**src/rtl/readout_pkg.sv**
```systemverilog
// Shared types and helpers for the per-BX readout scheduler.
// Holds FSM state encoding, field widths and a saturating increment.
package readout_pkg;

    localparam int CNT_W    = 6;
    localparam int SUM_W    = 10;
    localparam int BX_W     = 3;
    localparam int CLKCNT_W = 7;

    typedef enum logic [1:0] {
        ST_IDLE,
        ST_SETUP,
        ST_RUN,
        ST_DONE
    } state_e;

    function automatic logic [SUM_W-1:0] sat_inc(
        input logic [SUM_W-1:0] v
    );
        return (&v) ? v : v + SUM_W'(1);
    endfunction

endpackage

```
**src/rtl/readout_bx_scheduler_item_sum_tree.sv**
```systemverilog
// item_sum_tree: sums NMEM 6-bit item counts into a 10-bit total.
// Ports: clk, reset (sync, high), load_i (capture), counts_i (packed), sum_o (registered).
module item_sum_tree
    import readout_pkg::*;
#(
    parameter int NMEM = 12
) (
    input  logic                    clk,
    input  logic                    reset,
    input  logic                    load_i,
    input  logic [NMEM*CNT_W-1:0]   counts_i,
    output logic [SUM_W-1:0]        sum_o
);

    logic [SUM_W-1:0] sum_d;
    logic [SUM_W-1:0] sum_q;

    always_comb begin
        sum_d = '0;
        for (int k = 0; k < NMEM; k++) begin
            sum_d = sum_d + SUM_W'(counts_i[k*CNT_W +: CNT_W]);
        end
    end

    always_ff @(posedge clk) begin
        if (reset) begin
            sum_q <= '0;
        end else if (load_i) begin
            sum_q <= sum_d;
        end
    end

    assign sum_o = sum_q;

endmodule

```
**src/rtl/readout_bx_scheduler.sv**
```systemverilog
// readout_bx_scheduler: BX timebase, merger start pulse and per-event close/report.
// Ports: clk, reset (sync, high), enable, number_in, valid, none -> start, BX, clk_cnt,
// BX_pipe, busy, bx_done, truncated, mismatch, word_cnt, trunc_cnt, mism_cnt.
// Optional READOUT_STATS_EN: live truncation/mismatch counters (else tied to zero).
module readout_bx_scheduler
    import readout_pkg::*;
#(
    parameter int NMEM      = 12,
    parameter int BX_PERIOD = 100,
    parameter int SETUP_CYC = 3
) (
    input  logic                    clk,
    input  logic                    reset,
    input  logic                    enable,
    input  logic [NMEM*CNT_W-1:0]   number_in,
    input  logic                    valid,
    input  logic                    none,
    output logic                    start,
    output logic [BX_W-1:0]         BX,
    output logic [CLKCNT_W-1:0]     clk_cnt,
    output logic [BX_W-1:0]         BX_pipe,
    output logic                    busy,
    output logic                    bx_done,
    output logic                    truncated,
    output logic                    mismatch,
    output logic [SUM_W-1:0]        word_cnt,
    output logic [15:0]             trunc_cnt,
    output logic [15:0]             mism_cnt
);

    // Internal timebase runs one cycle ahead of the visible clk_cnt/BX,
    // so the registered start pulse lines up with clk_cnt==0.
    logic [CLKCNT_W-1:0] cnt_q;
    logic [BX_W-1:0]     bx_q;
    logic                start_ev;

    assign start_ev = enable && (cnt_q == '0);

    always_ff @(posedge clk) begin
        if (reset) begin
            cnt_q   <= '0;
            bx_q    <= '0;
            clk_cnt <= '0;
            BX      <= '0;
            start   <= 1'b0;
        end else begin
            if (enable) begin
                if (cnt_q == CLKCNT_W'(BX_PERIOD - 1)) begin
                    cnt_q <= '0;
                    bx_q  <= bx_q + BX_W'(1);
                end else begin
                    cnt_q <= cnt_q + CLKCNT_W'(1);
                end
            end
            clk_cnt <= cnt_q;
            BX      <= bx_q;
            start   <= start_ev;
        end
    end

    logic [SUM_W-1:0] expected;

    item_sum_tree #(
        .NMEM(NMEM)
    ) u_sum (
        .clk      (clk),
        .reset    (reset),
        .load_i   (start_ev),
        .counts_i (number_in),
        .sum_o    (expected)
    );

    state_e           state_q;
    logic [7:0]       setup_q;
    logic [1:0]       flush_q;
    logic [SUM_W-1:0] wc_q;
    logic             clr_q;
    logic [SUM_W-1:0] wc_d;

    // Word count including this cycle's beat; only RUN counts.
    assign wc_d = (state_q == ST_RUN && valid) ? sat_inc(wc_q) : wc_q;

    always_ff @(posedge clk) begin
        if (reset) begin
            state_q   <= ST_IDLE;
            setup_q   <= '0;
            flush_q   <= '0;
            wc_q      <= '0;
            clr_q     <= 1'b0;
            BX_pipe   <= '0;
            busy      <= 1'b0;
            bx_done   <= 1'b0;
            truncated <= 1'b0;
            mismatch  <= 1'b0;
        end else begin
            bx_done   <= 1'b0;
            truncated <= 1'b0;
            mismatch  <= 1'b0;
            clr_q     <= 1'b0;
            if (start_ev) begin
                BX_pipe <= bx_q;
                state_q <= ST_SETUP;
                setup_q <= 8'd1;
                flush_q <= '0;
                busy    <= 1'b1;
                if (state_q == ST_SETUP || state_q == ST_RUN) begin
                    // Cut event: show its count now, clear it next cycle.
                    bx_done   <= 1'b1;
                    truncated <= 1'b1;
                    mismatch  <= (wc_d != expected);
                    wc_q      <= wc_d;
                    clr_q     <= 1'b1;
                end else begin
                    wc_q <= '0;
                end
            end else begin
                if (clr_q) begin
                    wc_q <= '0;
                end
                unique case (state_q)
                    ST_IDLE: begin
                        busy <= 1'b0;
                    end
                    ST_SETUP: begin
                        if (setup_q == 8'(SETUP_CYC)) begin
                            state_q <= ST_RUN;
                            flush_q <= '0;
                        end else begin
                            setup_q <= setup_q + 8'd1;
                        end
                    end
                    ST_RUN: begin
                        wc_q <= wc_d;
                        if (none) begin
                            // Second none covers the merger's registered valid.
                            if (flush_q == 2'd1) begin
                                state_q  <= ST_DONE;
                                busy     <= 1'b0;
                                bx_done  <= 1'b1;
                                mismatch <= (wc_d != expected);
                                flush_q  <= '0;
                            end else begin
                                flush_q <= flush_q + 2'd1;
                            end
                        end else begin
                            flush_q <= '0;
                        end
                    end
                    ST_DONE: begin
                        state_q <= ST_IDLE;
                        busy    <= 1'b0;
                    end
                    default: begin
                        state_q <= ST_IDLE;
                        busy    <= 1'b0;
                    end
                endcase
            end
        end
    end

    assign word_cnt = wc_q;

`ifdef READOUT_STATS_EN
    logic [15:0] trunc_q;
    logic [15:0] mism_q;

    always_ff @(posedge clk) begin
        if (reset) begin
            trunc_q <= '0;
            mism_q  <= '0;
        end else begin
            if (bx_done && truncated && !(&trunc_q)) begin
                trunc_q <= trunc_q + 16'd1;
            end
            if (bx_done && mismatch && !(&mism_q)) begin
                mism_q <= mism_q + 16'd1;
            end
        end
    end

    assign trunc_cnt = trunc_q;
    assign mism_cnt  = mism_q;
`else
    assign trunc_cnt = 16'h0000;
    assign mism_cnt  = 16'h0000;
`endif

endmodule
```
**config.mk**
```make
export PLATFORM = sky130hd
export DESIGN_NAME = readout_bx_scheduler
export DESIGN_NICKNAME = d
export VERILOG_FILES = /design/src/rtl/readout_pkg.sv /design/src/rtl/readout_bx_scheduler_item_sum_tree.sv /design/src/rtl/readout_bx_scheduler.sv
export SDC_FILE = /design/constraint.sdc
export NUM_CORES = 1
export LEC_CHECK = 0
export ABC_AREA = 1
export CAP_MARGIN = 20
export CORE_MARGIN = 3
export CORE_UTILIZATION = 50
export DETAILED_ROUTE_END_ITERATION = 6
export HOLD_SLACK_MARGIN = 0.03
export PLACE_DENSITY = 0.86
export SLEW_MARGIN = 20
export SYNTH_ARGS = -nofsm -noshare
export SYNTH_HDL_FRONTEND = slang
export SYNTH_HIERARCHICAL = 1
export SYNTH_SLANG_ARGS = --single-unit
```
**constraint.sdc**
```tcl
create_clock -name clk -period 8 [get_ports clk]
set_input_delay 2.4 -clock clk [delete_from_list [all_inputs] [get_ports clk]]
set_output_delay 2.4 -clock clk [all_outputs]
set_load 0.01 [all_outputs]
```
Word-level counts from Yosys, hierarchy flattened --
Cells that the tools add are included.
Word-level totals: input bits 77, register bits 60, word-level logic and storage cells 104, output and inout port bits 60
Operators by class: equal/unequal tests 14, muxes and demuxes 33, bitwise logic cells 2, add/subtract/negate cells 16, reductions and logical operators 22
Operators by type and width (count):
- adder 10 x 6 -> 10 bit | 10
- two-way mux 10 bit | 6
- two-way mux 1 bit | 17
- two-way mux 2 bit | 6
- adder 10 x 1 -> 10 bit (second input constant) | 1
- inequality test 10 bit | 1
- AND reduction 10 bit | 1
- nonzero test 3 bit | 3
- adder 8 x 1 -> 8 bit (second input constant) | 1
- == test 8 x 2 -> 1 bit (second input constant) | 1
- AND reduction 2 bit | 4
- AND reduction 4 bit | 2
- adder 6 x 6 -> 7 bit | 1
- adder 7 x 1 -> 7 bit (second input constant) | 1
- == test 7 bit (second input constant) | 1
- zero test 7 bit | 1
- two-way mux 7 bit | 1
- inequality test 3 x 2 -> 1 bit (second input constant) | 2
- one-hot mux 2 bit (3 select lines) | 1
- OR reduction 2 bit | 3
- == test 2 x 1 -> 1 bit (second input constant) | 2
- == test 2 bit (second input constant) | 2
- inequality test 2 x 1 -> 1 bit (second input constant) | 2
- inequality test 2 bit (second input constant) | 2
- 12 further kinds | 15

Longest topological paths before layout --
word-level depth 11, mapped depth 23

By module --
The synthesis kept the hierarchy.
By module, submodules not included:
- readout_bx_scheduler | times used 1, area an instance 2788.9 sq um, sequential area each 1001.0 sq um, cells an instance 388
- item_sum_tree | times used 1, area an instance 2323.5 sq um, sequential area each 200.2 sq um, cells an instance 269

Least setup slack after synthesis --
OpenSTA, ideal clock, no wires.
path type input-to-reg, start point in number_in[14], end point reg u_sum.sum_q[6] (netlist: u_sum/sum_o[6]), library setup time 109 ps, arrival 6215 ps, slack 1676 ps, cell stages on the path 16, path buffers 0, cells stage by stage inv_1 > fa_1 > inv_1 > fa_1 > fa_1 > fa_1 > inv_1 > fa_1 > inv_1 > ha_1 > fa_1 > nand3_1 > a21oi_1 > nand3b_1 > nand2_1 > inv_1
Between the ends: word-level cells in the longest chain between the ends 10
Ends and longest elaborated chain:
- start, declared | line readout_bx_scheduler.sv:15 | input logic [NMEM*CNT_W-1:0] number_in,
- adder 10 x 6 -> 10 bit (10 in a row) | line readout_bx_scheduler_item_sum_tree.sv:21 | sum_d = sum_d + SUM_W'(counts_i[k*CNT_W +: CNT_W]);
- end signal, assigned | line readout_bx_scheduler_item_sum_tree.sv:29 | sum_q <= sum_d;
- end, declared | line readout_bx_scheduler_item_sum_tree.sv:16 | logic [SUM_W-1:0] sum_q;
Every way passes these cells. A chain may end at the register's enable or synchronous reset.

Worst setup path in the final report --
start point in number_in[0], end point reg u_sum.sum_q[7] (netlist: u_sum/sum_o[7])
Between the ends: word-level cells in the longest chain between the ends 11
Ends and longest elaborated chain (line):
- adder 6 x 6 -> 7 bit | readout_bx_scheduler_item_sum_tree.sv:21
- adder 10 x 6 -> 10 bit (10 in a row) | readout_bx_scheduler_item_sum_tree.sv:21
Every way passes these cells.

==> out/metrics.yaml <==
clocking:
  cts_tree: "yes"
  path_clk_slew_ps: 60
  cts_setup_buffers: 0
  cts_buffers: 9
  cts_hold_buf: 0
  clock_sink_count: 60
  root_buffer: "clkbuf_8"
  cts_resized: 0
  cts_max_path_buffers: 2
  clk_latency_ps: 340
  cts_max_level: 3
drt:
  ant_nets: 0
  vias_per_cell: 4.90
  drcViolationCount: 0
  routed_wl_um: 11500
  dr.pass1.iters: 5
  drt-initial-drc-count: 284
  routedWlPerCell_um: 12.7
  vias: 4439
hold_path:
  whs_endpoint: "flush_q[1]$_SDFFE_PP0P_"
  hold_path_class: "reg2reg"
  whs_path_depth: 2
  hold_path_startpoint: "flush_q[1]$_SDFFE_PP0P_"
synthesis:
  synth_seq_cells: 60
  synthCells: 657
  synth.area.top_cells: "dfxtp_1, fa_1, inv_1"
  avgSynthCellArea_um2: 7.78
  async_flop_share_pct: 0
  synth_most_common_cell: "inv_1"
  synth_common_cells: "inv_1, nand2_1, dfxtp_1, nor2_1, fa_1"
  synth.distinct_cells: 39
  ys.flop_type: "dfxtp_1"
  synth-edff-count: 0
  synth_largest_area_cell: "dfxtp_1"
  synth_area_um2: 5110
  yosysWarnings: 6
  synth_top_area_share_pct: 23.5
  yosysSeqAreaShare_pct: 23.5
die:
  io_pins: 137
  die_h_um: 107
  die_x_um: 107
  rows: 36
  fp.dieArea_um2: 11500
  core_um2: 9860
  start_util_pct: 51.8
critical_path:
  rr_worst_depth: 15
  cp_max_fo: 5
  endpoint_kind: "flip-flop"
  crit_chain: "clkdlybuf4s50_1, ha_1, inv_1, fa_1, o21ai_1, a21oi_1, o21bai_1, ha_1, inv_1, fa_1, inv_1, fa_1, inv_1, fa_1, inv_1, ha_1, a21oi_1, nand3_2, nand2_1, nand3_1, nand2_1, inv_1"
  cpPeakStageDelay_ps: 530
  r2r-end: "mismatch$_SDFF_PP0_"
  arrival_ps: 6970
  slowest_stage: "fa_1"
  worstSetupPathType: "in2reg"
  critPathMostFrequentCell: "inv_1"
  critPathTopFamily: "adder cells"
  worstPathRequired_ps: 8230
  r2r_setup_slack_ps: 5930
  path_buf_inv: 7
  start_kind: "primary input"
  rr_startpoint: "state_q[0]$_SDFFE_PP0P_"
timing:
  min_period_ps: 6730
  fin_worst_skew_ps: 11.6
  fmax_mhz: 149
  tightest_slew_ps: 947
  fin_setup_tns_ps: 0
  finalHoldViolCount: 0
  drv_slew: 0
  grt_setup_unrepaired: "no"
  setup_viol: 0
  period_share_pct: 84.2
  slew_headroom_pct: 36.6
pwr:
  p_leak_nw: 2.99
  powerDensity_nw_per_um2: 298
  max-vdd-ir-drop_mv: 0.341
placement:
  portBuffers: 104
  globalplace.congestion: 0.890
  dp_hpwl_um: 9690
  dp_cells: 889
global_route:
  grt_pass1_wl_um: 19600
  track_usage_pct: 21.0
  grt_pass1_vias: 4493
  antenna_found_initial: 0
  grt.overflow.total: 0
  grt_max_degree: 26
layout:
  finalNonFillerCells: 905
  multi_input_area_um2: 3190
  n_fill_cell: 772
  final-seq-area_um2: 1200
  area_growth_pct: 24.8
  drive_above_1_share_pct: 5.83
  nNetsFinal: 928
  antenna_cells: 0
run_status:
  status: "finished clean"
flow_run:
  cap_viol_max_count: 0
==> report_power, final <==
| part | leakage (nW) | switching (mW) | internal, mW |
|---|---|---|---|
| Combinational | 2.40 | 0.749 | 0.517 |
| Clock | 0.102 | 0.116 | 0.160 |
| Sequential | 0.488 | 0.0273 | 0.330 |
| Total | 2.99 | 0.893 | 1.01 |
==> metal layers <==
| metal | wire length, µm | track usage, % | vias up |
|---|---|---|---|
| met5 | 0 | 0 | - |
| met4 | 342 | 8.58 | 0 |
| met3 | 528 | 3.61 | 33 |
| met2 | 6160 | 38.7 | 133 |
| met1 | 4490 | 23.8 | 2095 |
| li1 | - | - | 2178 |
==> cell type report <==
class | instances | area share, %
timing repair buffer | 104 | 16.3
clock inverter | 4 | 0.745
inverter | 153 | 9.10
sequential | 60 | 18.8
clock buffer | 12 | 2.43
multi-input combinational | 439 | 50.0
tap | 133 | 2.61
==> placed cells by master, fill, tap and decap left out, types with 2 or more instances in the layout <==
cell / count
nor2_4: 2
clkdlybuf4s50_1: 104
conb_1: 32
xor2_1: 4
o21ai_1: 2
a21oi_1: 23
xnor2_1: 4
fa_1: 53
ha_1: 31
dfxtp_1: 60
nand3_2: 2
inv_2: 4
nor2_2: 3
o21bai_1: 2
nor2_1: 60
nand2_2: 10
clkinv_2: 3
nand4_1: 9
clkbuf_8: 11
nand2_4: 2
inv_1: 147
nand3_1: 39
nor3b_1: 5
o31ai_1: 2
nor3_1: 7
nand2_1: 96
o21ai_0: 27
o22ai_1: 6
nand3b_1: 11
==> how the worst max path moves through the flow <==
stage             startpoint  slack (ps)                          end  depth (start not counted)
4_1_cts         number_in[0]        1300  u_sum/sum_o[7]$_SDFFE_PP0P_                         22
6_report        number_in[0]        1270  u_sum/sum_o[7]$_SDFFE_PP0P_                         22
5_1_grt         number_in[0]         950  u_sum/sum_o[7]$_SDFFE_PP0P_                         22
3_5_place_dp    number_in[0]         960  u_sum/sum_o[7]$_SDFFE_PP0P_                         22
3_3_place_gp   number_in[14]        1070  u_sum/sum_o[6]$_SDFFE_PP0P_                         17
2_1_floorplan  number_in[14]        1680  u_sum/sum_o[6]$_SDFFE_PP0P_                         16
==> registers in the layout (all words and copies together) (netlist names) <==
register	cells
u_sum/sum_o	10
word_cnt	10
setup_q	8
clk_cnt	7
cnt_q	7
BX	3
BX_pipe	3
bx_q	3
flush_q	2
state_q	2
busy	1
bx_done	1
clr_q	1
mismatch	1
start	1
==> worst reg2reg max path: stages (launching register included) <==
cell	delay, ps
dfxtp_1	350
inv_1	110
ha_1	340
nand2_4	160
clkinv_4	120
nand2_4	50
nor2_4	110
nand2_1	90
nand2_1	80
nand2_1	50
nand2_1	80
nand3_1	80
nor2_1	110
nand2_1	60
nor2_1	130
nor2_1	50
==> kinds of logic (layout without fill, tap and decap cells) <==
kind of cell	Yosys count	count (layout)	share of synthesized area [%]
buffers and inverters	189	273	16.4
DFF	60	60	23.5
and+or+nand+nor	250	250	23.4
xor gates and xnor gates	8	8	1.37
adders and majority gates	84	84	28.3
other	1	32	0.0734
AOI/OAI and AO/OA	65	65	6.88
==> per-stage QoR <==
step / utilization [%] / power (mW) / cell area (µm²) / worst slack [ps] / hold slack [ps]
2_1_floorplan: - / 1.36 / 5230 / 1680 / 415
3_3_place_gp: 62.6 / 1.57 / 6180 / 1070 / 427
3_5_place_dp: 62.6 / 1.62 / 6180 / 964 / 437
4_1_cts: 64.7 / 1.91 / 6380 / 1300 / 445
5_1_grt: 64.7 / 2.13 / 6380 / 951 / 490
6_report: 64.7 / 1.90 / 6380 / 1270 / 444
Power figures use the tool's default switching activity.
==> RTL change 1 (config.mk and constraints unchanged) <==
Add a define of `READOUT_STATS_EN`.
--- a/src/rtl/readout_bx_scheduler.sv
+++ b/src/rtl/readout_bx_scheduler.sv
@@ -2,6 +2,8 @@
 // Ports: clk, reset (sync, high), enable, number_in, valid, none -> start, BX, clk_cnt,
 // BX_pipe, busy, bx_done, truncated, mismatch, word_cnt, trunc_cnt, mism_cnt.
 // Optional READOUT_STATS_EN: live truncation/mismatch counters (else tied to zero).
+`define READOUT_STATS_EN
+
 module readout_bx_scheduler
     import readout_pkg::*;
 #(
Formal check against the unedited RTL: not equivalent (Yosys sat finds a counterexample within 10 cycles, from zero or initial values and one cycle with reset high).
==> RTL change 1 against the unedited design <==
  * Cell area is 31% higher
  * Count of clock-buffer cells in the layout is 3 lower
  * Wire length is 30% higher
  * Area after synthesis up 27%
  * Fmax up 0.56%
  * Setup slack gained 0.038 ns
  * Critical endpoint unchanged
  * Sequential cell count up 32
  * Power up 17%
  * Highest routed layer unchanged
  * Utilization grew 1.1 points
  * Global-route usage rose by 0.36 points
==> RTL change 1: results (changes against the unedited design) <==
Dpl cell area = 8050 um^2 (+30%)
Root Driver = clkbuf_16
Post-route insts no fill = 1,184 (+31%)
First-pass GRT wire length = 25,500 um (+30%)
Hold crit path type = reg2reg
Vias in the first global route = 5,737 (+28%)
GRT met3 Usage = 2.83% (-0.78 points)
Top sig layer = met4
Met1 GRT Util = 26.9% (+3.1 points)
Met2 wire length = 7780 um (+26%)
Share of power burned in registers = 23.5% (+4.7 points)
Place WS = 0.966 ns (+0.00202 ns)
Slowest stage delay, CP = 0.54 ns
Post-synthesis sequential area ratio = 28.3% (+4.8 points)
Worst skew pair latency = 0.34 ns (about the same)
Initial antenna violation count = 0 (unchanged)
Pwr dens = 266 nW/um^2 (-11%)
Post-CTS sizing = 0 (unchanged)
Routability cong. = 0.910 (+2.2%)
Compound-cell area share of the yosys netlist = 8.54% (+1.7 points)
Headroom to the max-slew limit = 47.8% (+11 points)
Delay-heaviest family, CP = adder cells
GR Util met2 = 38.7% (+0.047 points)
Tot GR Track Use = 21.4% (+0.36 points)
Count of cell types in the netlist = 42 (+7.7%)
Slowest CP cell = fa_1
Post-Synth XOR/XNOR Area = 2.28% (+0.91 points)
P_int = 1.23 mW (+22%)
Final Skew = 0.0104 ns (-0.00127 ns)
Syn Nets = 1,031
Critical path peak fanout = 5 (unchanged)
Outcome = complete, no violations
Critical path arrival = 6.94 ns (-0.03 ns)
Port Buf Inserts = 136 (+31%)
Clk buf depth = 2 (unchanged)
Routed WL = 14,900 um (+30%)
WL met3 = 585 um (+11%)
Met1 wire length = 6370 um (+42%)
Top cells by count, synth = inv_1 (180), nand2_1 (165), dfxtp_1 (92), nor2_1 (83), fa_1 (53)
Area contributors post-synth = dfxtp_1 (28%), fa_1 (16%), inv_1 (10%), nand2_1 (9.5%), ha_1 (6.3%)
Share of layout cells above drive strength 1 = 4.94% (-0.89 points)
Detailed-route via count = 5,957 (+34%)
Peak VDD IR = 419 uV (+23%)
Maximum number of pins on one net before global-route repair = 44 (+69%)
DPL Wire Length = 12,000 um (+23%)
Postcts setup bufs = 0 (unchanged)
Adder-Cell Fraction of Synth Area = 22.6% (-5.7 points)
H-tree depth = 3 (unchanged)
Initial drt markers = 449 (+58%)
Leakage power = 3.65 nW (+22%)
# diodes = 0 (unchanged)
Clk pwr share = 18.7% (+4.2 points)
Syn Inst Count = 868 (+32%)
[RTL change 1: changes by cell type after synthesis, sizes merged, moves of 6 or more]
cell,change
a21oi,+28
inv,+32
nor2,+22
nand4,+7
nand2,+66
buf,-30
o22ai,-6
dfxtp,+32
nand3,+16
xor2,+8
nand3b,-7
o21ai,+10
nor4,+7
nor3,+10
[RTL change 1: final timing paths]
path,startpoint,end,slack [ns],cells after the start
max,number_in[0],u_sum/sum_o[7],1.30,22
min,flush_q[1],flush_q[1],0.43,2
min reg2reg,flush_q[1],flush_q[1],0.43,2
max reg2reg,state_q[0],mismatch,5.98,11
[RTL change 1: area by class of cell]
type                    count  area (um^2)
repair buffers            138         1380
clock inverters             7         62.6
clock buffers               9          225
multi-input cells         583         3930
well taps                 172          215
flip-flops and latches     92         1840
fillers                  1056         4330
inverters                 183          689
==> RTL change 2 (config.mk and constraints unchanged) <==
Without the edit above. Remove the register `BX`: a continuous assignment takes its place, so the output `BX` follows one clock earlier. Comments in the files are not updated.
--- a/src/rtl/readout_bx_scheduler.sv
+++ b/src/rtl/readout_bx_scheduler.sv
@@ -41,7 +41,6 @@
             cnt_q   <= '0;
             bx_q    <= '0;
             clk_cnt <= '0;
-            BX      <= '0;
             start   <= 1'b0;
         end else begin
             if (enable) begin
@@ -53,10 +52,11 @@
                 end
             end
             clk_cnt <= cnt_q;
-            BX      <= bx_q;
             start   <= start_ev;
         end
     end
+
+    assign BX = bx_q;
 
     logic [SUM_W-1:0] expected;
 
Check against the original RTL: same outputs for any inputs over 10 cycles, from zero or initial values and one cycle with reset high; that may be too few to reach the edited logic, so the function may still have changed.
==> RTL change 2 against the unedited design <==
  * Sequential cell count down 3
  * Fmax down 0.12%
  * Largest cell class unchanged
  * Cell area down 1.3%
  * Setup slack worse by 0.0082 ns
  * Power down 1.7%
  * Wire length down 4.9%
  * Worst hold slack worse by 0.0096 ns
  * Final cell count down 1.1%
  * Sequential power down 3%
  * Area after synthesis down 1.3%
  * Die area down 1.2%
  * Synthesized cell count down 1.5%
  * Largest power group unchanged
  * Count of clock-buffer cells in the layout down 2
  * Highest routed layer unchanged
  * Critical path depth unchanged
==> RTL change 2: results (changes against the unedited design) <==
Initial drt markers = 226 (-20%)
Drt first pass iters = 5 (unchanged)
Number of fill cells = 807 (+4.5%)
First-pass GRT wire length = 18,900 um (-3.6%)
Area of the multi-input gates = 3200 um^2 (+0.35%)
Max Fclk = 148 MHz (-0.12%)
Final nets = 919 (-0.97%)
Place WS = 0.948 ns (-0.0165 ns)
Worst r2r src = cnt_q[0]
Drt wl/cell = 12.2 um (-3.8%)
Ys Warns = 6 (unchanged)
Maximum number of pins on one net before global-route repair = 22 (-15%)
Met1 GRT Util = 24.4% (+0.64 points)
Met2 wire length = 5870 um (-4.7%)
Placed cell count = 880 (-1.0%)
Area contributors post-synth = dfxtp_1 (23%), fa_1 (21%), inv_1 (11%), ha_1 (7.7%), nand2_1 (7.2%)
Cells on worst reg2reg path = 9 (-6)
Yosys top cell area share = 22.6% (-0.88 points)
Worst Min Path Start = flush_q[1]
Critical path arrival = 6.96 ns (about the same)
DPL Wire Length = 9230 um (-4.8%)
Clk pwr share = 13.6% (-0.9 points)
Post-route insts no fill = 895 (-1.1%)
WL met3 = 569 um (+7.8%)
Post-CTS sizing = 0 (unchanged)
Post-synthesis sequential area ratio = 22.6% (-0.88 points)
Routability cong. = 0.922 (+3.5%)
FF-to-FF End = word_cnt[8]
Via density = 4.81 (-1.8%)
Headroom to the max-slew limit = 44.3% (+7.7 points)
Peak VDD IR = 294 uV (-14%)
GRT met3 Usage = 2.79% (-0.82 points)
Tot GR Track Use = 20.1% (-0.88 points)
Hold crit path type = reg2reg
Share of layout cells above drive strength 1 = 6.04% (+0.21 points)
Postcts setup bufs = 0 (unchanged)
Leakage power = 2.94 nW (-1.8%)
Final Skew = 0.0148 ns (+0.00320 ns)
Outcome = complete, no violations
Psw = 0.890 mW (-0.34%)
Hold endpoint = flush_q[1]
Hold Worst Slack = 0.434 ns (-0.00962 ns)
Syn Inst Count = 647 (-1.5%)
Dpl cell area = 6110 um^2 (-1.0%)
Vias in the first global route = 4,316 (-3.9%)
GR Util met2 = 37.6% (-1.1 points)
Met1 wire length = 4370 um (-2.7%)
Reg-to-reg slack, setup = 5.57 ns (-0.36 ns)
Top cells by count, synth = inv_1 (143), nand2_1 (97), dfxtp_1 (57), fa_1 (53), nor2_1 (53)
Delay-heaviest family, CP = adder cells
Count of cell types in the netlist = 40 (+2.6%)
Combinational share of power = 67.7% (+1.1 points)
## RTL change 2: cell types whose count changed after synthesis, sizes merged, moves of 2 or more
| cell | unedited run | this run |
|---|---|---|
| dfxtp | 60 | 57 |
| nor2 | 66 | 61 |
| nor4 | 0 | 3 |
| o31ai | 2 | 0 |
| clkinv | 2 | 0 |
| nand3 | 42 | 40 |
## RTL change 2: cell type report
type | instances | area share, %
clock inverters | 5 | 0.914
inverters | 150 | 8.98
repair buffers | 104 | 16.5
well taps | 133 | 2.64
flip-flops and latches | 57 | 18.1
clock buffers | 10 | 2.03
multi-input cells | 436 | 50.8
## RTL change 2: kinds of logic after synthesis
logic type               count (synthesis)  share of synthesized area [%]
AO/OA/AOI/OAI                           66                           7.22
buffers and inverters                  185                           16.2
flip-flops                              57                           22.6
adder cells (fa/ha/maj)                 84                           28.7
other                                    1                         0.0743
AND/OR/NAND/NOR                        247                           23.9
XOR/XNOR                                 7                           1.22
